### src/rtl/hd_program_loader_pkg.sv
// Shared definitions for the HD program loader: FSM state encodings,
// default geometry and header field positions.
// Optional feature macro: HD_LOAD_CHECKSUM_EN (adds the checksum states).
package hd_program_loader_pkg;

  localparam int unsigned BLOCK_SIZE_DEF = 200;   // words per block, header included
  localparam int unsigned HD_DEPTH_DEF   = 4000;  // HD size in words
  localparam int unsigned DATA_W_DEF     = 32;
  localparam int unsigned IMEM_AW_DEF    = 10;

  // Header word layout: program length in words.
  localparam int LEN_LSB = 0;
  localparam int LEN_MSB = 15;

  typedef enum logic [2:0] {
    ST_IDLE      = 3'd0,
    ST_HDR_REQ   = 3'd1,
    ST_HDR_WAIT  = 3'd2,
    ST_DATA_REQ  = 3'd3,
    ST_DATA_WAIT = 3'd4,
`ifdef HD_LOAD_CHECKSUM_EN
    ST_CHK_REQ   = 3'd5,
    ST_CHK_WAIT  = 3'd6,
`endif
    ST_FIN       = 3'd7
  } state_t;

endpackage

### src/rtl/hd_block_addr.sv
// Converts an HD block number into the block's first word address and
// flags block numbers whose base lies beyond the end of the HD.
module hd_block_addr #(
  parameter int unsigned BLOCK_SIZE = 200,
  parameter int unsigned HD_DEPTH   = 4000
) (
  input  logic [7:0]  block_num,
  output logic [31:0] base,
  output logic        out_of_range
);

  assign base         = 32'(block_num) * 32'(BLOCK_SIZE);
  assign out_of_range = (base >= 32'(HD_DEPTH));

endmodule

### src/rtl/hd_program_loader.sv
// Copies one program from an HD block into instruction memory.
// Reads the block header (length), then streams that many words into
// consecutive imem addresses starting at the captured destination base.
// Optional feature macro: HD_LOAD_CHECKSUM_EN -- XOR of the data words is
// compared with the word following the program; mismatch reports err_o.
module hd_program_loader
  import hd_program_loader_pkg::*;
#(
  parameter int unsigned BLOCK_SIZE = BLOCK_SIZE_DEF,
  parameter int unsigned HD_DEPTH   = HD_DEPTH_DEF,
  parameter int unsigned DATA_W     = DATA_W_DEF,
  parameter int unsigned IMEM_AW    = IMEM_AW_DEF
) (
  input  logic               clk,
  input  logic               reset,
  input  logic               start_i,
  input  logic [7:0]         block_num_i,
  input  logic [IMEM_AW-1:0] dst_base_i,
  output logic               busy_o,
  output logic               done_o,
  output logic               err_o,
  output logic [15:0]        words_o,
  output logic               hd_req_o,
  output logic [31:0]        hd_addr_o,
  input  logic [DATA_W-1:0]  hd_rdata_i,
  input  logic               hd_rvalid_i,
  output logic               imem_we_o,
  output logic [IMEM_AW-1:0] imem_addr_o,
  output logic [DATA_W-1:0]  imem_wdata_o
);

  // The checksum word occupies one slot of the block, shortening the program.
`ifdef HD_LOAD_CHECKSUM_EN
  localparam logic [15:0] LEN_MAX = 16'(BLOCK_SIZE - 2);
`else
  localparam logic [15:0] LEN_MAX = 16'(BLOCK_SIZE - 1);
`endif

  state_t              state_q, state_d;
  logic [31:0]         blk_base;
  logic                blk_oor;
  logic [31:0]         base_q;
  logic [IMEM_AW-1:0]  dst_q;
  logic [15:0]         len_q;
  logic [15:0]         rd_idx_q;
  logic                err_q;
  logic [15:0]         words_q;
  logic                imem_we_q;
  logic [IMEM_AW-1:0]  imem_addr_q;
  logic [DATA_W-1:0]   imem_wdata_q;
  logic [15:0]         hdr_len;
  logic                hdr_bad;
  logic                more_words;
  logic [31:0]         data_addr;
`ifdef HD_LOAD_CHECKSUM_EN
  logic [DATA_W-1:0]   chk_acc_q;
`endif

  hd_block_addr #(
    .BLOCK_SIZE (BLOCK_SIZE),
    .HD_DEPTH   (HD_DEPTH)
  ) u_block_addr (
    .block_num    (block_num_i),
    .base         (blk_base),
    .out_of_range (blk_oor)
  );

  assign hdr_len    = hd_rdata_i[LEN_MSB:LEN_LSB];
  assign hdr_bad    = (hdr_len > LEN_MAX) || ((base_q + 32'(hdr_len)) >= 32'(HD_DEPTH));
  assign more_words = (rd_idx_q < len_q);
  // Once all data is read rd_idx_q == len_q, so this also addresses the checksum word.
  assign data_addr  = base_q + 32'd1 + 32'(rd_idx_q);

  assign busy_o       = (state_q != ST_IDLE);
  assign done_o       = (state_q == ST_FIN);
  assign err_o        = done_o & err_q;
  assign words_o      = words_q;
  assign imem_we_o    = imem_we_q;
  assign imem_addr_o  = imem_addr_q;
  assign imem_wdata_o = imem_wdata_q;

  // State register.
  always_ff @(posedge clk or posedge reset) begin
    if (reset) state_q <= ST_IDLE;
    else       state_q <= state_d;
  end

  // Next-state and HD request decode; one read outstanding at a time.
  always_comb begin
    // NOTE: every output of this block gets a default first, so no path leaves it unassigned (no latch).
    state_d   = state_q;
    hd_req_o  = 1'b0;
    hd_addr_o = '0;
    unique case (state_q)
      ST_IDLE: begin
        if (start_i) state_d = blk_oor ? ST_FIN : ST_HDR_REQ;
      end
      ST_HDR_REQ: begin
        hd_req_o  = 1'b1;
        hd_addr_o = base_q;
        state_d   = ST_HDR_WAIT;
      end
      ST_HDR_WAIT: begin
        hd_addr_o = base_q;
        if (hd_rvalid_i) state_d = ((hdr_len == 16'd0) || hdr_bad) ? ST_FIN : ST_DATA_REQ;
      end
      ST_DATA_REQ: begin
        hd_addr_o = data_addr;
        if (more_words) begin
          hd_req_o = 1'b1;
          state_d  = ST_DATA_WAIT;
        end else begin
`ifdef HD_LOAD_CHECKSUM_EN
          state_d = ST_CHK_REQ;
`else
          state_d = ST_FIN;
`endif
        end
      end
      ST_DATA_WAIT: begin
        hd_addr_o = data_addr;
        if (hd_rvalid_i) state_d = ST_DATA_REQ;
      end
`ifdef HD_LOAD_CHECKSUM_EN
      ST_CHK_REQ: begin
        hd_req_o  = 1'b1;
        hd_addr_o = data_addr;
        state_d   = ST_CHK_WAIT;
      end
      ST_CHK_WAIT: begin
        hd_addr_o = data_addr;
        if (hd_rvalid_i) state_d = ST_FIN;
      end
`endif
      ST_FIN:  state_d = ST_IDLE;
      default: state_d = ST_IDLE;
    endcase
  end

  // Datapath: capture the command, header length, and register each data word for its imem write.
  always_ff @(posedge clk or posedge reset) begin
    if (reset) begin
      base_q       <= '0;
      dst_q        <= '0;
      len_q        <= '0;
      rd_idx_q     <= '0;
      err_q        <= 1'b0;
      words_q      <= '0;
      imem_we_q    <= 1'b0;
      imem_addr_q  <= '0;
      imem_wdata_q <= '0;
`ifdef HD_LOAD_CHECKSUM_EN
      chk_acc_q    <= '0;
`endif
    end else begin
      // NOTE: state updates here are non-blocking so every register sees the pre-edge values.
      imem_we_q <= 1'b0;
      unique case (state_q)
        ST_IDLE: begin
          if (start_i) begin
            base_q   <= blk_base;
            dst_q    <= dst_base_i;
            err_q    <= blk_oor;
            words_q  <= '0;
            rd_idx_q <= '0;
            len_q    <= '0;
`ifdef HD_LOAD_CHECKSUM_EN
            chk_acc_q <= '0;
`endif
          end
        end
        ST_HDR_WAIT: begin
          if (hd_rvalid_i) begin
            len_q <= hdr_len;
            err_q <= hdr_bad;
          end
        end
        ST_DATA_WAIT: begin
          if (hd_rvalid_i) begin
            imem_we_q    <= 1'b1;
            imem_addr_q  <= dst_q + rd_idx_q[IMEM_AW-1:0];
            imem_wdata_q <= hd_rdata_i;
            words_q      <= rd_idx_q + 16'd1;
            rd_idx_q     <= rd_idx_q + 16'd1;
`ifdef HD_LOAD_CHECKSUM_EN
            chk_acc_q    <= chk_acc_q ^ hd_rdata_i;
`endif
          end
        end
`ifdef HD_LOAD_CHECKSUM_EN
        ST_CHK_WAIT: begin
          if (hd_rvalid_i) err_q <= (hd_rdata_i != chk_acc_q);
        end
`endif
        default: ;
      endcase
    end
  end

endmodule

### config.mk
export PLATFORM = sky130hd
export DESIGN_NAME = hd_program_loader
export DESIGN_NICKNAME = d
export VERILOG_FILES = /design/src/rtl/hd_program_loader_pkg.sv /design/src/rtl/hd_block_addr.sv /design/src/rtl/hd_program_loader.sv
export SDC_FILE = /design/constraint.sdc
export NUM_CORES = 1
export LEC_CHECK = 0
export CORE_UTILIZATION = 47
export CTS_CLUSTER_DIAMETER = 200
export CTS_CLUSTER_SIZE = 20
export DETAILED_ROUTE_END_ITERATION = 16
export PLACE_DENSITY = 0.88
export SLEW_MARGIN = 5
export SYNTH_ARGS = -nofsm -noshare
export SYNTH_HDL_FRONTEND = slang
export SYNTH_SLANG_ARGS = --single-unit
### constraint.sdc
create_clock -name clk -period 3.08 [get_ports clk]
set_input_delay 0.616 -clock clk [delete_from_list [all_inputs] [get_ports clk]]
set_output_delay 0.616 -clock clk [all_outputs]
set_load 0.01 [all_outputs]
==> impl_metrics.env, run 1 <==
export IMPL_worstSetupStartpointType="flip-flop"
export IMPL_p_clk_share_pct=13.7
export IMPL_p_seq_share_pct=26.6
export IMPL_comb_power_share_pct=59.7
export IMPL_synth_area_top_cells="dfrtp_1 (36%), ha_1 (14%), nand2_1 (10%), o21ai_0 (4.5%), inv_1 (2.7%)"
export IMPL_synth_adder_area_share_pct=15.60
export IMPL_ys_seq_elements=102
export IMPL_drt_iter0_drc=683
export IMPL_pin_count=149
export IMPL_grt_max_degree=103
export IMPL_layout_cells_non_filler=1270
export IMPL_cts_buffers=9
export IMPL_setup_violations=14
export IMPL_sw_frac_of_total_pct=41.21
export IMPL_antenna_found_initial=0
export IMPL_path_cells="ha_4 > nand4_1 > a21oi_2 > or4_4 > a311oi_2 > o21bai_1 > a21o_1 > or2_0 > a32o_1 > buf_2"
export IMPL_detail_route_wl_per_cell_um=18.22
export IMPL_drt_first_pass_iters=6
export IMPL_die_area_um2=15510
export IMPL_crit_start="words_o[3]"
export IMPL_crit_type="reg2out"
export IMPL_hold_slack_ns=0.4787
export IMPL_ys_flop_type="dfrtp_1"
export IMPL_r2r_start="base_q[3]"
export IMPL_via_per_inst=5.695
export IMPL_crit_family="compound AO/OA/AOI/OAI gates"
export IMPL_ys_types=63
export IMPL_pwr_density_cell_nw_per_um2=810.0
export IMPL_end_kind="output pin"
export IMPL_synthesis_area_um2=7059
export IMPL_synth_top_family_by_area="simple AND/OR/NAND/NOR gates"
export IMPL_worstPathRequired_ns=2.46
export IMPL_fin_crit_sh_pct=116.8
export IMPL_antenna_cells=0
export IMPL_crit_path_max_incr_delay_ns=0.53
export IMPL_cts_sinks=102
export IMPL_ir_drop_uv=418.5
export IMPL_clk_pin_slew_worst_paths_ns=0.07
export IMPL_synth_compound_area_share_pct=16.61
export IMPL_utilization_pct=70.45
export IMPL_ys_async_sr_fraction_pct=100.0
export IMPL_skew_ns=0.008447
export IMPL_hold_start="imem_wdata_o[18]"
export IMPL_yosysMostFrequentCell="nand2_1"
export IMPL_grt_pass1_vias=7203
export IMPL_cp_slowest_cell="or4_4"
export IMPL_num_rows=44
export IMPL_synth_area_leader_cell="dfrtp_1"
export IMPL_maxSlewViolCount=0
export IMPL_synth_top_cell_area_share_pct=36.16
export IMPL_worst_pin_slew_ns=0.5596
export IMPL_violations="setup timing"
export IMPL_cts_root_buf="clkbuf_16"
export IMPL_gp_congestion=0.9315
export IMPL_syn_inst=829
export IMPL_status="finished, violations left"
export IMPL_htreeDepth=3
export IMPL_intPower_mw=4.895
export IMPL_routed_wl_um=23140
export IMPL_antenna_left=0
export IMPL_setup_slack_ns=-0.5168
export IMPL_fill_cells=1032
export IMPL_chipWidth_um=124.6
export IMPL_maxSlewHeadroom_pct=62.69
export IMPL_synth_simple_area_share_pct=21.02
export IMPL_maxCapViolCount=0
export IMPL_syn_area_per_cell_um2=8.515
export IMPL_fin_nets=1220
export IMPL_hp_class="reg2reg"
export IMPL_rsz0062_at_grt="yes"
export IMPL_pre_cts_slack_ns=-1.011
export IMPL_clk_insertion_delay_late_ns=0.36
export IMPL_synth_mux_area_share_pct=0.2836
export IMPL_coreArea_um2=14590
export IMPL_dp_hpwl_um=16050
export IMPL_grt_ovfl_total=0
export IMPL_synth_top_cells_by_count="nand2_1 (189), dfrtp_1 (102), ha_1 (80)"
export IMPL_grt_usage_pct=29.04
export IMPL_switching_power_mw=3.431
export IMPL_drive_above_1_share_pct=22.65
export IMPL_cp_max_fo=3
export IMPL_drc=0
export IMPL_ys_warn_count=0
export IMPL_dpl_cell_count=1234
export IMPL_cts_tree="done"
export IMPL_power_leakage_nw=5.004
export IMPL_grt_pass1_wl_um=35780
export IMPL_numPortBuffers=133
export IMPL_hold_viol=0
export IMPL_initial_core_util_pct=48.39
export IMPL_via_count=7233
export IMPL_die_h_um=124.6
export IMPL_area_delta_synth_final_pct=45.60
export IMPL_ctsLongestPathBuffers=2
export IMPL_synth_xor_area_share_pct=4.094
export IMPL_worst_path_buf_inv=1
export IMPL_timing_fmax_ghz=0.2780
export IMPL_fin_crit_ns=3.597
export IMPL_arrival_ns=2.98
export IMPL_synth_edf_count=0
export IMPL_yosysSeqAreaShare_pct=36.16
path summary, 6_finish.rpt:
| path | to | slack [ns] | cells after the start |
|---|---|---|---|
| max | hd_addr_o[14] | -0.52 | 10 |
| min | imem_wdata_o[18] | 0.48 | 2 |
| max reg2reg | err_q | 0.06 | 13 |
| min reg2reg | imem_wdata_o[18] | 0.48 | 2 |
| max in group asynchronous | words_o[6] | 1.86 | 3 |
| min in group asynchronous | imem_wdata_o[18] | 0.77 | 3 |
power by group through the flow:
stage	registers [mW]	logic (mW)	clock network [mW]
floorplan	2.26	2.39	0
global placement	2.19	4.42	0
detailed placement	2.22	4.52	0
CTS	2.20	4.67	1.15
global route	2.28	5.36	1.21
finish	2.22	4.97	1.14
worst min-delay path, cell delays in order, from the launching register on:
cell     delay (ns)
dfrtp_1        0.34
nand2_1        0.05
nand2_1        0.06
layout make-up:
class                   instances  area (um2)  area share [%]
inverters                      51       195.2           1.899
flip-flops and latches        102        2555           24.86
well taps                     184       230.2           2.240
multi-input cells             644        4611           44.86
clock inverters                 2       16.27          0.1582
clock buffers                  14       274.0           2.666
repair buffers                273        2397           23.32
layer usage:
layer  wire length, um  track usage, %
met5                 0               0
met4               878           14.67
met3              1741           5.627
met2             11120           47.48
met1              9403           36.53
kinds of logic (layout without fill, tap and decap cells):
logic type,after synthesis,after routing
AOI/OAI and AO/OA,179,179
xor gates and xnor gates,33,33
adders and majority gates,85,85
buffers and inverters,97,340
DFF,102,102
muxes,2,2
other,1,15
and+or+nand+nor,330,330
what timing repair did:
item | CTS | global route
hold buffers | 0 | 0
gates resized for setup | 107 | 39
setup endpoints to repair | 19 | 18
pin swaps | 39 | 38
setup buffers | 18 | 7
sequential cells by signal (all words and copies together), names as in the netlist:
name	flops
len_q	16
state_q	3
base_q	13
err_q	1
imem_wdata_o	32
words_o	16
imem_we_o	1
imem_addr_o	10
dst_q	10
layout by cell type, fill, tap and decap left out, drive strengths merged, types with 6 or more instances in the layout:
master	instances
o21ai	65
nand2	189
buf	152
nand2b	6
nor2b	7
nor3	13
a21o	13
and2	8
xnor2	17
a211oi	6
conb	15
a21oi	32
a22o	12
clkdlybuf4s50	113
and3	11
o31ai	6
clkbuf	15
nand4	10
dfrtp	102
inv	51
nand3	26
nor2	41
a31oi	8
xor2	16
ha	80
per-stage QoR:
step,setup TNS [ns],total power [mW],instance area [um2]
3_5_place_dp,-8.442,6.741,9463
2_1_floorplan,-0.5152,4.655,7228
3_3_place_gp,-7.543,6.606,9463
6_report,-3.600,8.326,10280
5_1_grt,-4.601,8.850,10280
4_1_cts,-2.847,8.020,10040
No activity file was read; power rests on OpenSTA's default activity.
==> run 2, diff against run 1 <==
--- a/config.mk
+++ b/config.mk
@@ -9,6 +9,7 @@
 export CTS_CLUSTER_DIAMETER = 200
 export CTS_CLUSTER_SIZE = 20
 export DETAILED_ROUTE_END_ITERATION = 16
+export MAX_ROUTING_LAYER = met4
 export PLACE_DENSITY = 0.88
 export SLEW_MARGIN = 5
 export SYNTH_ARGS = -nofsm -noshare
==> run 2 against run 1 <==
Effect of this change: the flow still finishes with violations (setup timing); non-clock buffer count increased by 6; clock power increased by 9.6%; routed wire length decreased by 0.19%; worst hold slack got worse by 0.0063 ns; sequential share of layout area about the same; combinational power about the same; power increased by 1.1%; die area unchanged; maximum frequency decreased by 0.46%; final area decreased by 0.18%; utilization decreased by 0.13 points; critical endpoint unchanged.
==> impl_metrics.env, run 2 (synthesis results as in run 1) <==
export IMPL_path_cells="ha_1 > or3_1 > or4_4 > a311oi_2 > o21bai_1 > a21o_1 > or2_0 > a32o_1 > buf_2"
export IMPL_drive_above_1_share_pct=21.91
export IMPL_htreeDepth=3
export IMPL_area_delta_synth_final_pct=45.34
export IMPL_clk_insertion_delay_late_ns=0.36
export IMPL_pin_count=149
export IMPL_pwr_density_cell_nw_per_um2=820.0
export IMPL_power_mw=8.413
export IMPL_violations="setup timing"
export IMPL_initial_core_util_pct=48.39
export IMPL_maxCapViolCount=0
export IMPL_timing_setup_tns_ns=-3.226
export IMPL_grt_pass1_vias=7214
export IMPL_ctsLongestPathBuffers=2
export IMPL_cts_sinks=102
export IMPL_hold_start="imem_wdata_o[16]"
export IMPL_largest_reg_flops=32
export IMPL_timing_fmax_ghz=0.2767
export IMPL_worstPathRequired_ns=2.46
export IMPL_crit_path_max_incr_delay_ns=0.44
export IMPL_grt_pass1_wl_um=36840
export IMPL_maxSlewViolCount=0
export IMPL_drt_first_pass_iters=6
export IMPL_dpl_cell_area_um2=9493
export IMPL_cts_tree="done"
export IMPL_utilization_pct=70.33
export IMPL_hold_path_end="imem_wdata_o[16]"
export IMPL_clk_pin_slew_worst_paths_ns=0.07
export IMPL_dp_hpwl_um=15990
export IMPL_num_rows=44
export IMPL_numPortBuffers=133
export IMPL_cts_buffers=9
export IMPL_hp_class="reg2reg"
export IMPL_routed_wl_um=23100
export IMPL_hold_viol=0
export IMPL_arrival_ns=3.00
export IMPL_dpl_cell_count=1238
export IMPL_post_route_cell_area_um2=10260
export IMPL_gp_congestion=0.9645
export IMPL_grt_ovfl_total=0
export IMPL_r2r_start="base_q[3]"
export IMPL_cp_slowest_cell="or4_4"
export IMPL_end_kind="output pin"
export IMPL_final_cell_mix="nand2_1 (188), buf_4 (137), clkdlybuf4s50_1 (113), dfrtp_1 (100), ha_1 (59)"
export IMPL_setup_violations=12
export IMPL_r2r_slack_ns=-0.08
export IMPL_detail_route_wl_per_cell_um=18.12
export IMPL_reg2regPathDepth=13
export IMPL_via_count=7346
export IMPL_cts_root_buf="clkbuf_16"
export IMPL_drc=0
export IMPL_via_per_inst=5.762
export IMPL_worstReg2RegEnd="err_q"
export IMPL_worstSetupStartpointType="flip-flop"
export IMPL_rsz0062_at_grt="yes"
export IMPL_fill_cells=1019
export IMPL_die_h_um=124.6
export IMPL_die_area_um2=15510
export IMPL_whs_path_depth=2
export IMPL_antenna_found_initial=0
export IMPL_crit_type="reg2out"
export IMPL_grt_usage_pct=30.55
export IMPL_drt_iter0_drc=782
export IMPL_skew_ns=0.007940
export IMPL_coreArea_um2=14590
export IMPL_fin_crit_sh_pct=117.3
export IMPL_power_leakage_nw=5.020
export IMPL_cp_max_fo=2
export IMPL_maxSlewHeadroom_pct=67.34
export IMPL_grt_max_degree=64
export IMPL_antenna_cells=0
export IMPL_final_common_cell="nand2_1"
export IMPL_status="finished, violations left"
export IMPL_layout_cells_non_filler=1275
export IMPL_ir_drop_uv=340.3
export IMPL_fin_nets=1226
export IMPL_worst_pin_slew_ns=0.4775
export IMPL_antenna_left=0
export IMPL_fin_crit_ns=3.613
export IMPL_chipWidth_um=124.6
export IMPL_setup_slack_ns=-0.5335
run 2: routing by layer:
metal  share of wire (%)  up-vias  wire length [um]  GRT usage, %
met3                 7.9       95              1824         4.854
met2                  49      392             11300         49.27
met4                 3.4        0               786         12.47
met5                   0        -                 0             -
li1                    -     3360                 -             -
met1                  40     3499              9188         38.27
run 2: critical path: cells and delay by family, from the launching register on:
family	cells	cell delay, ns
compound gates	4	0.84
buf+inv	1	0.14
fa+ha+maj	1	0.24
flops	1	0.42
simple gates	3	0.99
run 2: worst max path at each step:
stage,startpoint,endpoint,cells past startpoint
3_3_place_gp,block_num_i[3],state_q[1],13
4_1_cts,base_q[4],hd_addr_o[14],10
3_5_place_dp,block_num_i[2],state_q[2],13
6_report,words_o[8],hd_addr_o[14],9
2_1_floorplan,block_num_i[3],state_q[1],12
5_1_grt,base_q[4],hd_addr_o[14],10
run 2: power by group:
group / total (mW) / internal (mW) / leakage (nW) / switching, mW
clock: 1.25 / 0.733 / 0.153 / 0.513
combinational: 4.97 / 2.41 / 3.55 / 2.57
sequential: 2.19 / 1.86 / 1.31 / 0.336
total: 8.41 / 5.00 / 5.02 / 3.41
run 2: layout make-up:
cell class	instances	area [um2]	share of cell area (%)
clock inverters	3	68.82	0.6707
repair buffers	279	2429	23.67
well taps	184	230.2	2.244
clock buffers	12	246.5	2.402
inverters	51	195.2	1.902
multi-input cells	644	4536	44.21
flip-flops and latches	102	2555	24.90
run 2: metrics by stage:
stage          setup WS [ns]  hold slack (ns)
2_1_floorplan        -0.2251           0.4497
3_3_place_gp         -0.8868           0.4570
3_5_place_dp         -0.9922           0.4637
4_1_cts              -0.4630           0.4799
5_1_grt              -0.6623           0.5025
6_report             -0.5335           0.4724
run 2: repair_timing:
item / CTS / global route
pin swaps: 47 / 35
setup endpoints to repair: 23 / 20
hold buffers: 0 / 0
setup buffers: 28 / 9
resized for setup: 105 / 32
